[src/rtl/signed_div_clb_if.sv]
// Handshake and operand/result bundle for the signed Q3.12 CLB divider.
// The master drives start/a/b; the divider (slave) returns busy/done/q and flags.
interface signed_div_clb_if #(
  parameter int WIDTH = 16
);
  logic             start;
  logic [WIDTH-1:0] a;
  logic [WIDTH-1:0] b;
  logic             busy;
  logic             done;
  logic [WIDTH-1:0] q;
  logic             overflow;
  logic             div_zero;

  modport master (
    output start, a, b,
    input  busy, done, q, overflow, div_zero
  );

  modport slave (
    input  start, a, b,
    output busy, done, q, overflow, div_zero
  );
endinterface

[src/rtl/signed_div_clb.sv]
// Iterative restoring signed fixed-point divider, q = a / b, one quotient bit per cycle.
// Optional macro SIGNED_DIV_ROUND_EN: round half away from zero instead of truncating.
module signed_div_clb #(
  parameter int WIDTH = 16,
  parameter int FRAC  = 12
) (
  input  logic           clk,
  input  logic           rst_n,
  signed_div_clb_if.slave bus
);

  localparam int N  = WIDTH + FRAC;
  localparam int CW = $clog2(N);
  localparam logic [N:0]       POS_MAX = (N+1)'((1 << (WIDTH-1)) - 1);
  localparam logic [N:0]       NEG_MAX = (N+1)'(1 << (WIDTH-1));
  localparam logic [WIDTH-1:0] Q_POS   = {1'b0, {(WIDTH-1){1'b1}}};
  localparam logic [WIDTH-1:0] Q_NEG   = {1'b1, {(WIDTH-1){1'b0}}};

  typedef enum logic [1:0] {IDLE, CALC, FIX} state_e;

  state_e           state_q;
  logic             sign_q, a_neg_q, zero_q;
  logic [WIDTH-1:0] mb_q;
  logic [N-1:0]     dvd_q;
  logic [WIDTH:0]   rem_q;
  logic [N-1:0]     quo_q;
  logic [CW-1:0]    cnt_q;
  logic             busy_q, done_q, ov_q, dz_q;
  logic [WIDTH-1:0] q_q;

  logic [WIDTH-1:0] abs_a, abs_b;
  logic [WIDTH:0]   rem_sh, rem_d;
  logic             qbit;
  logic [N:0]       mag;
  logic [WIDTH-1:0] q_d;
  logic             ov_d, dz_d;

  // Negating 0x8000 wraps back to 0x8000, which read unsigned is the legal magnitude 32768.
  assign abs_a = bus.a[WIDTH-1] ? -bus.a : bus.a;
  assign abs_b = bus.b[WIDTH-1] ? -bus.b : bus.b;

  always_comb begin
    rem_sh = {rem_q[WIDTH-1:0], dvd_q[N-1]};
    qbit   = (rem_sh >= {1'b0, mb_q});
    rem_d  = qbit ? (rem_sh - {1'b0, mb_q}) : rem_sh;
  end

  always_comb begin
`ifdef SIGNED_DIV_ROUND_EN
    mag = {1'b0, quo_q} + (N+1)'({rem_q, 1'b0} >= {2'b00, mb_q});
`else
    mag = {1'b0, quo_q};
`endif
    q_d  = '0;
    ov_d = 1'b0;
    dz_d = 1'b0;
    if (zero_q) begin
      dz_d = 1'b1;
      q_d  = a_neg_q ? Q_NEG : Q_POS;
    end else if (!sign_q && (mag > POS_MAX)) begin
      ov_d = 1'b1;
      q_d  = Q_POS;
    end else if (sign_q && (mag > NEG_MAX)) begin
      ov_d = 1'b1;
      q_d  = Q_NEG;
    end else begin
      q_d  = sign_q ? -mag[WIDTH-1:0] : mag[WIDTH-1:0];
    end
  end

  always_ff @(posedge clk or negedge rst_n) begin
    if (!rst_n) begin
      state_q <= IDLE;
      sign_q  <= 1'b0;
      a_neg_q <= 1'b0;
      zero_q  <= 1'b0;
      mb_q    <= '0;
      dvd_q   <= '0;
      rem_q   <= '0;
      quo_q   <= '0;
      cnt_q   <= '0;
      busy_q  <= 1'b0;
      done_q  <= 1'b0;
      ov_q    <= 1'b0;
      dz_q    <= 1'b0;
      q_q     <= '0;
    end else begin
      done_q <= 1'b0;
      // busy rises one edge after acceptance and stays through the done cycle
      busy_q <= (state_q != IDLE);
      case (state_q)
        IDLE: begin
          if (bus.start) begin
            sign_q  <= bus.a[WIDTH-1] ^ bus.b[WIDTH-1];
            a_neg_q <= bus.a[WIDTH-1];
            zero_q  <= (bus.b == '0);
            mb_q    <= abs_b;
            dvd_q   <= {abs_a, {FRAC{1'b0}}};
            rem_q   <= '0;
            quo_q   <= '0;
            cnt_q   <= '0;
            state_q <= CALC;
          end
        end
        CALC: begin
          rem_q <= rem_d;
          quo_q <= {quo_q[N-2:0], qbit};
          dvd_q <= {dvd_q[N-2:0], 1'b0};
          cnt_q <= cnt_q + 1'b1;
          if (cnt_q == CW'(N-1)) state_q <= FIX;
        end
        FIX: begin
          q_q     <= q_d;
          ov_q    <= ov_d;
          dz_q    <= dz_d;
          done_q  <= 1'b1;
          state_q <= IDLE;
        end
        default: state_q <= IDLE;
      endcase
    end
  end

  assign bus.busy     = busy_q;
  assign bus.done     = done_q;
  assign bus.q        = q_q;
  assign bus.overflow = ov_q;
  assign bus.div_zero = dz_q;

endmodule
[src/flat_wrapper.sv]
// flat-port wrapper written by rule: the top's interface ports become plain ports
module signed_div_clb_flat 
#(
  parameter int WIDTH = 16,
  parameter int FRAC  = 12
)
  (clk, rst_n, bus_start, bus_a, bus_b, bus_busy, bus_done, bus_q, bus_overflow, bus_div_zero);
  signed_div_clb_if #(.WIDTH(WIDTH)) bus_i ();
  input  logic clk;
  input  logic rst_n;
  input wire logic [$bits(bus_i.start)-1:0] bus_start;
  input wire logic [$bits(bus_i.a)-1:0] bus_a;
  input wire logic [$bits(bus_i.b)-1:0] bus_b;
  output wire logic [$bits(bus_i.busy)-1:0] bus_busy;
  output wire logic [$bits(bus_i.done)-1:0] bus_done;
  output wire logic [$bits(bus_i.q)-1:0] bus_q;
  output wire logic [$bits(bus_i.overflow)-1:0] bus_overflow;
  output wire logic [$bits(bus_i.div_zero)-1:0] bus_div_zero;
  assign bus_i.start = bus_start;
  assign bus_i.a = bus_a;
  assign bus_i.b = bus_b;
  assign bus_busy = bus_i.busy;
  assign bus_done = bus_i.done;
  assign bus_q = bus_i.q;
  assign bus_overflow = bus_i.overflow;
  assign bus_div_zero = bus_i.div_zero;
  signed_div_clb #(.WIDTH(WIDTH), .FRAC(FRAC)) u_core (.clk(clk), .rst_n(rst_n), .bus(bus_i));
endmodule
[config.mk]
export PLATFORM = sky130hd
export DESIGN_NAME = signed_div_clb_flat
export DESIGN_NICKNAME = d
export VERILOG_FILES = /design/src/rtl/signed_div_clb_if.sv /design/src/rtl/signed_div_clb.sv /design/src/flat_wrapper.sv
export SDC_FILE = /design/constraint.sdc
export NUM_CORES = 1
export LEC_CHECK = 0
export BUFFER_PORTS_ARGS = -buffer_cell sky130_fd_sc_hd__buf_4
export CORE_MARGIN = 4
export CORE_UTILIZATION = 60
export DETAILED_ROUTE_END_ITERATION = 8
export GPL_TIMING_DRIVEN = 0
export PLACE_DENSITY_LB_ADDON = 0.3
export SETUP_SLACK_MARGIN = 0.2
export SYNTH_ARGS = -nofsm -noshare
export SYNTH_HDL_FRONTEND = slang
export SYNTH_SLANG_ARGS = --single-unit
[constraint.sdc]
create_clock -name clk -period 2.8 [get_ports clk]
set_clock_uncertainty 0.05 [all_clocks]
set_input_delay 0.28 -clock clk [delete_from_list [all_inputs] [get_ports clk]]
set_output_delay 0.28 -clock clk [all_outputs]
set_load 0.01 [all_outputs]
After elaboration in Yosys (flattened, before gate mapping):

Cells that the tools add are included.

* register bits after elaboration: 118
* input bits: 35
* logic and storage cells: 62

* add/sub/neg operators: 5
* mux-type cells: 24
* magnitude comparators: 3
* equality and inequality tests: 5
* reduce and logical (&&, ||, !) cells: 10
* bitwise logic cells: 1

Operator list (number)
* two-way mux 16 bit: 9
* case mux 28 bit (2 select lines): 2
* two-way mux 28 bit: 2
* negator 16 bit: 3
* case mux 16 bit (2 select lines): 1
* greater-than comparator 28 x 15 -> 1 bit, second input constant: 1
* greater-than comparator 28 x 16 -> 1 bit, second input constant: 1
* greater-or-equal comparator 17 x 16 -> 1 bit: 1
* zero test 16 bit: 1
* subtractor 16 bit: 1
* case mux 5 bit (2 select lines): 1
* AND reduction 2 bit: 3
* adder 5 x 1 -> 5 bit, second input constant: 1
* == test 5 bit, second input constant: 1
* two-way mux 1 bit: 5
* two-way mux 5 bit: 1
* two-way mux 2 bit: 2
* case mux 2 bit (2 select lines): 1
* nonzero test 2 bit: 2
* == test 2 x 1 -> 1 bit, second input constant: 1
* == test 2 bit, second input constant: 1
* logical AND 1 bit: 2
* zero test 2 bit: 1
* inequality test 2 x 1 -> 1 bit, second input constant: 1
* other kinds (3): 3

Depth between registers and ports, before layout:

Gate-level depths: netlist (run 1).

* depth in word-level cells: 5
* mapped depth: 10
* depth with buffers taken out: 9

Worst setup path before layout (run 1):

OpenSTA, ideal clock, no wires.

* kind: flip-flop to flip-flop
* from: register u_core.rem_q[9]
* to: register u_core.rem_q[11]
* setup slack: 0.535 ns
* arrival: 2.084 ns
* stages on the path, launching flop included: 10
* setup time: 0.131 ns
* data required time: 2.619 ns
* cells stage by stage: dfrtp_1 > ha_1 > buf_2 > a211o_1 > a21oi_1 > and3_1 > a21boi_0 > o21ai_0 > buf_2 > o211ai_1

* longest elaborated chain between the ends: 3

Ends and longest elaborated chain
* from (decl): RTL line signed_div_clb.sv:25 `logic [WIDTH:0] rem_q;`
* from (signal assigned): RTL line signed_div_clb.sv:106 `rem_q <= rem_d;`
* subtractor 16 bit or greater-or-equal comparator 17 x 16 -> 1 bit (tied branches): RTL line signed_div_clb.sv:45, signed_div_clb.sv:44
* two-way mux 16 bit (*): RTL line signed_div_clb.sv:45 `rem_d = qbit ? (rem_sh - {1'b0, mb_q}) : rem_sh;`
* case mux 16 bit (2 select lines) (*): RTL line signed_div_clb.sv:91 `case (state_q)`

Mark *: on every way between the ends. The rest lies on a longest branch, timed or not.
A chain may end at the register's enable or synchronous reset.

Final worst setup path (run 1):

* from: register u_core.rem_q[9]
* to: register u_core.rem_q[12]

The elaborated chain is that of the path after synthesis.

==> results of run 1 <==
[kinds of logic after synthesis]
kind of cell             count (synthesis)  share of synthesized area [%]
adder cells (fa/ha/maj)                 21                           4.35
AO/OA/AOI/OAI                          203                           21.6
XOR/XNOR                                49                           6.91
buffers and inverters                   68                           4.57
multiplexers                             7                           1.21
flip-flops                             106                           42.7
AND/OR/NAND/NOR                        239                           18.7
[final cells by class]
class	instances	area, µm²	share of cell area (%)
multi-input combinational	519	3320	46.7
clock buffer	10	138	1.93
inverter	31	116	1.64
clock inverter	6	93.8	1.32
timing repair buffer	56	447	6.28
buffer	37	179	2.51
sequential	106	2650	37.3
tap	133	166	2.34
[timing repair]
action                                  CTS  global route
endpoints found under the setup margin   14            15
pin swaps                                 0             1
hold buffers                              0             1
buffers inserted                          0             1
resized for setup                         8             9
endpoints found under the hold margin     0           106
[worst max-delay path by stage]
| stage | from | slack [ns] | endpoint |
|---|---|---|---|
| 2_1_floorplan | u_core.rem_q[9] | 0.54 | u_core.rem_q[11] |
| 3_3_place_gp | u_core.rem_q[3] | 0.07 | u_core.rem_q[3] |
| 3_5_place_dp | u_core.rem_q[9] | 0.03 | u_core.rem_q[11] |
| 4_1_cts | u_core.rem_q[9] | 0.22 | u_core.rem_q[12] |
| 5_1_grt | u_core.rem_q[3] | 0.18 | u_core.rem_q[12] |
| 6_report | u_core.rem_q[9] | 0.30 | u_core.rem_q[12] |
[cell usage after synthesis (2+ instances only)]
| library cell | number | area [µm²] |
|---|---|---|
| nand4_1 | 17 | 106 |
| o21ai_0 | 84 | 420 |
| nor2_1 | 26 | 97.6 |
| or4_1 | 2 | 15.0 |
| nor3b_1 | 3 | 22.5 |
| a21o_1 | 3 | 22.5 |
| o31ai_1 | 13 | 97.6 |
| and3_1 | 7 | 43.8 |
| a21oi_1 | 22 | 110 |
| buf_2 | 5 | 25.0 |
| inv_1 | 30 | 113 |
| nor3_1 | 8 | 40.0 |
| a41oi_1 | 6 | 52.6 |
| mux2_2 | 4 | 45.0 |
| a221o_1 | 10 | 100 |
| nand3_1 | 16 | 80.1 |
| and2_1 | 2 | 12.5 |
| a211o_1 | 2 | 17.5 |
| xor2_1 | 37 | 324 |
| nand4b_1 | 3 | 26.3 |
| buf_1 | 4 | 15.0 |
| xnor2_1 | 12 | 105 |
| o41ai_1 | 5 | 43.8 |
| nor4_4 | 2 | 42.5 |
| nand2_1 | 124 | 465 |
| a211oi_1 | 5 | 37.5 |
| or2_2 | 4 | 25.0 |
| ha_1 | 20 | 250 |
| a22oi_1 | 14 | 105 |
| o21ai_1 | 2 | 10.0 |
| clkbuf_1 | 25 | 93.8 |
| o311ai_0 | 2 | 17.5 |
| mux2i_1 | 3 | 30.0 |
| dfrtp_1 | 106 | 2650 |
| nor4_1 | 7 | 43.8 |
| nor2b_1 | 5 | 31.3 |
| o21a_1 | 3 | 22.5 |
| nand2b_1 | 7 | 43.8 |
| a21boi_0 | 2 | 15.0 |
| buf_6 | 3 | 33.8 |
| o211ai_1 | 17 | 128 |
[power groups by stage]
stage | clock, mW | combinational (mW) | sequential, mW
after detailed placement | 0 | 4.66 | 2.68
after floorplan | 0 | 3.54 | 2.54
after CTS | 1.11 | 4.75 | 2.65
after global routing | 1.17 | 5.57 | 2.75
after global placement | 0 | 4.47 | 2.64
final | 1.10 | 5.05 | 2.67
[per-stage QoR]
step                instances  instance area (µm²)  util [%]  setup slack, ns
finish                    898                 7120      71.8            0.296
global route              898                 7120      71.8            0.180
CTS                       895                 7020      70.9            0.220
detailed placement        879                 6780      68.4           0.0344
global placement          879                 6780      68.4           0.0657
floorplan                 693                 6210         -            0.535
[routing by layer]
metal  up-vias  share of wire, %  track usage [%]
met1      2697                43             37.1
met3        33               6.5             6.58
li1       2617                 -                -
met2       181                49             45.6
met5         -                 0                0
met4         0               1.4             6.23
[layout by cell type, fill, tap and decap left out, types with 3 or more instances in the layout]
cell and instances:
mux2i_1 3, o21a_1 3, nor3b_1 3, or2_2 4
mux2_2 4, nand2b_1 7, nor4_1 6, nor3_1 7
nand4_1 17, o31ai_1 13, nor2_1 26, a21o_1 3
nand2_1 124, a211oi_1 4, xor2_1 37, dfrtp_1 106
nor2b_1 5, buf_2 3, o211ai_1 17, o41ai_1 5
a22oi_1 14, clkbuf_1 23, a221o_1 10, a41oi_1 6
nand3_1 16, a21oi_1 20, o21ai_0 83, inv_1 30
nand4b_1 3, buf_4 54, buf_6 5, ha_1 20
buf_1 4, xnor2_1 12, and3_1 7, clkbuf_8 10
[worst register-to-register path, delay by kind of cell, from the launching register on]
family	cells	cell delay, ns
AOI/OAI and AO/OA	5	0.95
adders and majority gates	1	0.32
buffers and inverters	2	0.40
DFF	1	0.44
and+or+nand+nor	1	0.22
[sequential cells by signal (all words and copies together), names as in the netlist]
signal,cells
u_core.bus.q,16
u_core.a_neg_q,1
u_core.quo_q,28
u_core.dvd_q,16
u_core.zero_q,1
u_core.state_q,2
u_core.rem_q,16
u_core.mb_q,16
u_core.sign_q,1
u_core.bus.done,1
u_core.bus.busy,1
u_core.bus.div_zero,1
u_core.bus.overflow,1
u_core.cnt_q,5
==> impl_metrics.env, run 1 <==
export IMPL_outcome="finished, final reports clean"
export IMPL_syn_area_um2=6210
export IMPL_ant_nets=0
export IMPL_pin_count=55
export IMPL_total_power_mw=8.81
export IMPL_required_ns=3.02
export IMPL_period_minus_slack_ns=2.50
export IMPL_max_vdd_ir_drop_mv=0.649
export IMPL_dieArea_um2=12000
export IMPL_seq_power_share_pct=30.3
export IMPL_wl_per_cell_um=17.5
export IMPL_synth_edf_count=0
export IMPL_rr_worst_depth=9
export IMPL_p_clk_share_pct=12.4
export IMPL_worst_slew_pin_slew_ns=1.02
export IMPL_yosysSeqAreaShare_pct=42.7
export IMPL_slowest_delay_ns=0.44
export IMPL_antenna_found_initial=0
export IMPL_synth_seq_cells=106
export IMPL_setup_violations=0
export IMPL_p_int_mw=4.67
export IMPL_cts_root_buf="clkbuf_8"
export IMPL_r2r_end="u_core.rem_q[12]"
export IMPL_max_slew_margin_pct=31.6
export IMPL_clk_latency_ns=0.40
export IMPL_yosys_warnings=0
export IMPL_report_final_slew_viol_count=0
export IMPL_hold_ws_ns=0.124
export IMPL_cp_cell_sequence="ha_1 > buf_2 > a211o_1 > a21oi_2 > and3_1 > a21boi_2 > o21ai_2 > buf_4 > o211ai_1"
export IMPL_core_area_um2=9910
export IMPL_synth_avg_cell_area_um2=8.96
export IMPL_clock_fmax_ghz=0.399
export IMPL_io_buffers=53
export IMPL_hpwl_um=11500
export IMPL_dieHeight_um=110
export IMPL_synthFlopType="dfrtp_1"
export IMPL_swShare_pct=47.0
export IMPL_layout_nets=816
export IMPL_drive_gt1_share_pct=14.4
export IMPL_cpMaxStageDelayCell="dfrtp_1"
export IMPL_r2r_start="u_core.rem_q[9]"
export IMPL_timing_final_crit_share_pct=89.4
export IMPL_cts_clk_slew_worst_paths_ns=0.10
export IMPL_grtUsageTotal_pct=27.6
export IMPL_dr_first_iter_drc_count=347
export IMPL_worstHoldPathCells=3
export IMPL_critical_path_arrival_ns=2.72
export IMPL_synthArstFlopShare_pct=100
export IMPL_min_to="u_core.mb_q[14]"
export IMPL_drt_pass1_iter_count=7
export IMPL_power_switching_mw=4.14
export IMPL_gr_total_overflow=0
export IMPL_rsz0062_at_grt="false"
export IMPL_cts_tree="built"
export IMPL_clockBufferDepth=2
export IMPL_min_path_type="primary input to flip-flop"
export IMPL_ys_types=62
export IMPL_crit_family="compound AO/OA/AOI/OAI gates"
export IMPL_vias=5528
export IMPL_synth_cells=693
export IMPL_routed_wl_um=15700
export IMPL_cp_buffers_inverters=2
export IMPL_path_class="flip-flop to flip-flop"
export IMPL_reg2reg_slack_ns=0.30
export IMPL_grt_pass1_wl_um=25800
export IMPL_htreeDepth=3
export IMPL_drc=0
export IMPL_path_depth=9
export IMPL_areaGrowthSynthToFinish_pct=14.6
export IMPL_vias_per_cell=6.16
export IMPL_grt_pass1_vias=5263
export IMPL_gp_congestion=0.982
export IMPL_max_cap_viol_count=0
export IMPL_hold_viol_final=0
export IMPL_min_from="bus_b[14]"
export IMPL_rows=36
export IMPL_fin_setup_tns_ns=0
export IMPL_grt_max_degree=107
export IMPL_power_density_nw_per_um2=1240
export IMPL_critPathCaptureType="flip-flop"
export IMPL_start_util_pct=62.7
export IMPL_cts_sinks=106
export IMPL_numCtsBuffers=9
export IMPL_synth_nets=749
export IMPL_combPwrFrac_pct=57.3
export IMPL_n_fill_cell=767
export IMPL_cp_start_kind="flip-flop"
export IMPL_dieWidth_um=110
export IMPL_antenna_cells=0
export IMPL_critPathMaxFanout=10
export IMPL_p_leak_nw=3.16
(Power assumes the default switching activity.)
==> inputs of run 2 (changes only) <==
--- a/config.mk
+++ b/config.mk
@@ -6,6 +6,7 @@
 export NUM_CORES = 1
 export LEC_CHECK = 0
 export BUFFER_PORTS_ARGS = -buffer_cell sky130_fd_sc_hd__buf_4
+export CORE_ASPECT_RATIO = 0.9
 export CORE_MARGIN = 4
 export CORE_UTILIZATION = 60
 export DETAILED_ROUTE_END_ITERATION = 8
==> run 2 against run 1 <==
Net effect:
- first-iteration DRC count is 16% higher
- total power grew 2.7%
- sequential share of layout area decreased by 0.41 points
- cell area is 1.1% higher
- worst setup slack got worse by 0.058 ns
- hold slack gained 0.056 ns
==> impl_metrics.env, run 2 (synthesis gave the netlist of run 1 again) <==
export IMPL_core_area_um2=9870
export IMPL_outcome="finished, final reports clean"
export IMPL_timing_final_crit_share_pct=91.5
export IMPL_start_util_pct=62.9
export IMPL_final_cell_mix="nand2_1, dfrtp_1, o21ai_0, buf_4, xor2_1"
export IMPL_drc=0
export IMPL_layout_nets=816
export IMPL_crit_top_cell="nand4_1"
export IMPL_path_class="flip-flop to flip-flop"
export IMPL_p_leak_nw=3.19
export IMPL_cts_clk_slew_worst_paths_ns=0.07
export IMPL_grt_pass1_wl_um=25900
export IMPL_hold_viol_final=0
export IMPL_total_power_mw=9.05
export IMPL_cts_tree="built"
export IMPL_numCtsBuffers=9
export IMPL_dieArea_um2=12000
export IMPL_critPathCaptureType="flip-flop"
export IMPL_dr_first_iter_drc_count=402
export IMPL_cp_cell_sequence="ha_1 > buf_2 > nand4_1 > nor4_2 > nor3_2 > clkbuf_1 > nand4_1 > o311ai_0"
export IMPL_critical_path_arrival_ns=2.71
export IMPL_dieHeight_um=105
export IMPL_grt_max_degree=107
export IMPL_hpwl_um=11400
export IMPL_setup_violations=0
export IMPL_largest_reg_flops=28
export IMPL_vias_per_cell=6.24
export IMPL_cts_sinks=106
export IMPL_fin_setup_tns_ns=0
export IMPL_period_minus_slack_ns=2.56
export IMPL_grtUsageTotal_pct=26.5
export IMPL_layout_commonest_cell="nand2_1"
export IMPL_rsz0062_at_grt="false"
export IMPL_vias=5552
export IMPL_slowest_delay_ns=0.46
export IMPL_io_buffers=53
export IMPL_max_vdd_ir_drop_mv=0.929
export IMPL_antenna_found_initial=0
export IMPL_gr_total_overflow=0
export IMPL_gp_congestion=0.920
export IMPL_areaGrowthSynthToFinish_pct=15.9
export IMPL_power_density_nw_per_um2=1260
export IMPL_max_cap_viol_count=0
export IMPL_grt_pass1_vias=5420
export IMPL_ant_nets=0
export IMPL_top_register="u_core.quo_q"
export IMPL_cts_root_buf="clkbuf_16"
export IMPL_htreeDepth=3
export IMPL_dieWidth_um=115
export IMPL_clk_latency_ns=0.35
export IMPL_drt_pass1_iter_count=7
export IMPL_required_ns=2.95
export IMPL_antenna_cells=0
export IMPL_cp_start_kind="flip-flop"
export IMPL_post_cts_buffers=0
export IMPL_wl_per_cell_um=17.5
export IMPL_clockBufferDepth=2
export IMPL_max_slew_margin_pct=35.3
export IMPL_critPathMaxFanout=10
export IMPL_pin_count=55
export IMPL_cpMaxStageDelayCell="nor4_2"
export IMPL_routed_wl_um=15600
export IMPL_min_path_type="primary input to flip-flop"
export IMPL_worst_slew_pin_slew_ns=0.968
export IMPL_rows=34
export IMPL_report_final_slew_viol_count=0
export IMPL_drive_gt1_share_pct=14.1
export IMPL_clock_fmax_ghz=0.390
## run 2: cell count changes in the layout (fill, tap and decap cells not counted), sizes merged
| cell | before | now |
|---|---|---|
| buf | 67 | 66 |
| bufinv | 2 | 1 |
| clkbuf | 35 | 37 |
| clkinv | 2 | 4 |
| inv | 33 | 30 |
## run 2: path summary, 6_finish.rpt
| kind | start | end | slack, ns | depth (start not counted) |
|---|---|---|---|---|
| max in group asynchronous | rst_n | u_core.mb_q[11] | 1.81 | 3 |
| setup / recovery | u_core.rem_q[9] | u_core.rem_q[1] | 0.24 | 8 |
| hold reg to reg | u_core.mb_q[5] | u_core.mb_q[5] | 0.43 | 2 |
| setup reg to reg | u_core.rem_q[9] | u_core.rem_q[1] | 0.24 | 8 |
| min in group asynchronous | rst_n | u_core.bus.q[3] | 0.22 | 2 |
| hold / removal | bus_b[14] | u_core.mb_q[14] | 0.18 | 3 |
## run 2: layout make-up
type                    count  area [µm²]
well taps                 126         158
fillers                   710        2670
flip-flops and latches    106        2650
plain buffers              37         174
inverters                  31         116
clock buffers              11         243
repair buffers             56         444
multi-input cells         519        3350
clock inverters             4        63.8
## run 2: stage by stage
step | cell area, µm² | setup slack [ns] | hold slack (ns) | cells | util, %
after global routing | 7200 | 0.110 | 0.183 | 890 | 72.9
final | 7200 | 0.238 | 0.179 | 890 | 72.9
after CTS | 7090 | 0.205 | 0.175 | 887 | 71.8
after global placement | 6770 | 0.123 | 0.416 | 872 | 68.6
after floorplan | 6210 | 0.535 | -0.0656 | 693 | -
after detailed placement | 6770 | 0.0675 | 0.421 | 872 | 68.6
## run 2: routing by layer
layer  routed length [µm]  vias to the layer above  global-route usage [%]
li1                     -                     2617                       -
met1                 7030                     2668                    38.5
met2                 7150                      228                    39.3
met3                 1080                       39                    5.49
met4                  312                        0                    9.56
met5                    0                        -                       0
## run 2: worst max-delay path: cells and delay by family (launching register included)
| kind | cells | cell delay (ns) |
|---|---|---|
| AO/OA/AOI/OAI | 1 | 0.13 |
| adder cells (fa/ha/maj) | 1 | 0.29 |
| buffers and inverters | 2 | 0.49 |
| flip-flops | 1 | 0.42 |
| AND/OR/NAND/NOR | 4 | 1.03 |
## run 2: power breakdown
group	internal, mW	switching [mW]	leakage, nW	total, mW
logic	2.01	3.06	1.69	5.07
registers	2.14	0.541	1.35	2.68
clock network	0.724	0.574	0.149	1.30
total	4.88	4.18	3.19	9.05
## run 2: repair_timing
item,4_1_cts,5_1_grt
pin swaps,0,2
hold buffers,0,1
gates resized for setup,6,17
endpoints found under the setup margin,14,14
endpoints found under the hold margin,0,106
cloned,0,1
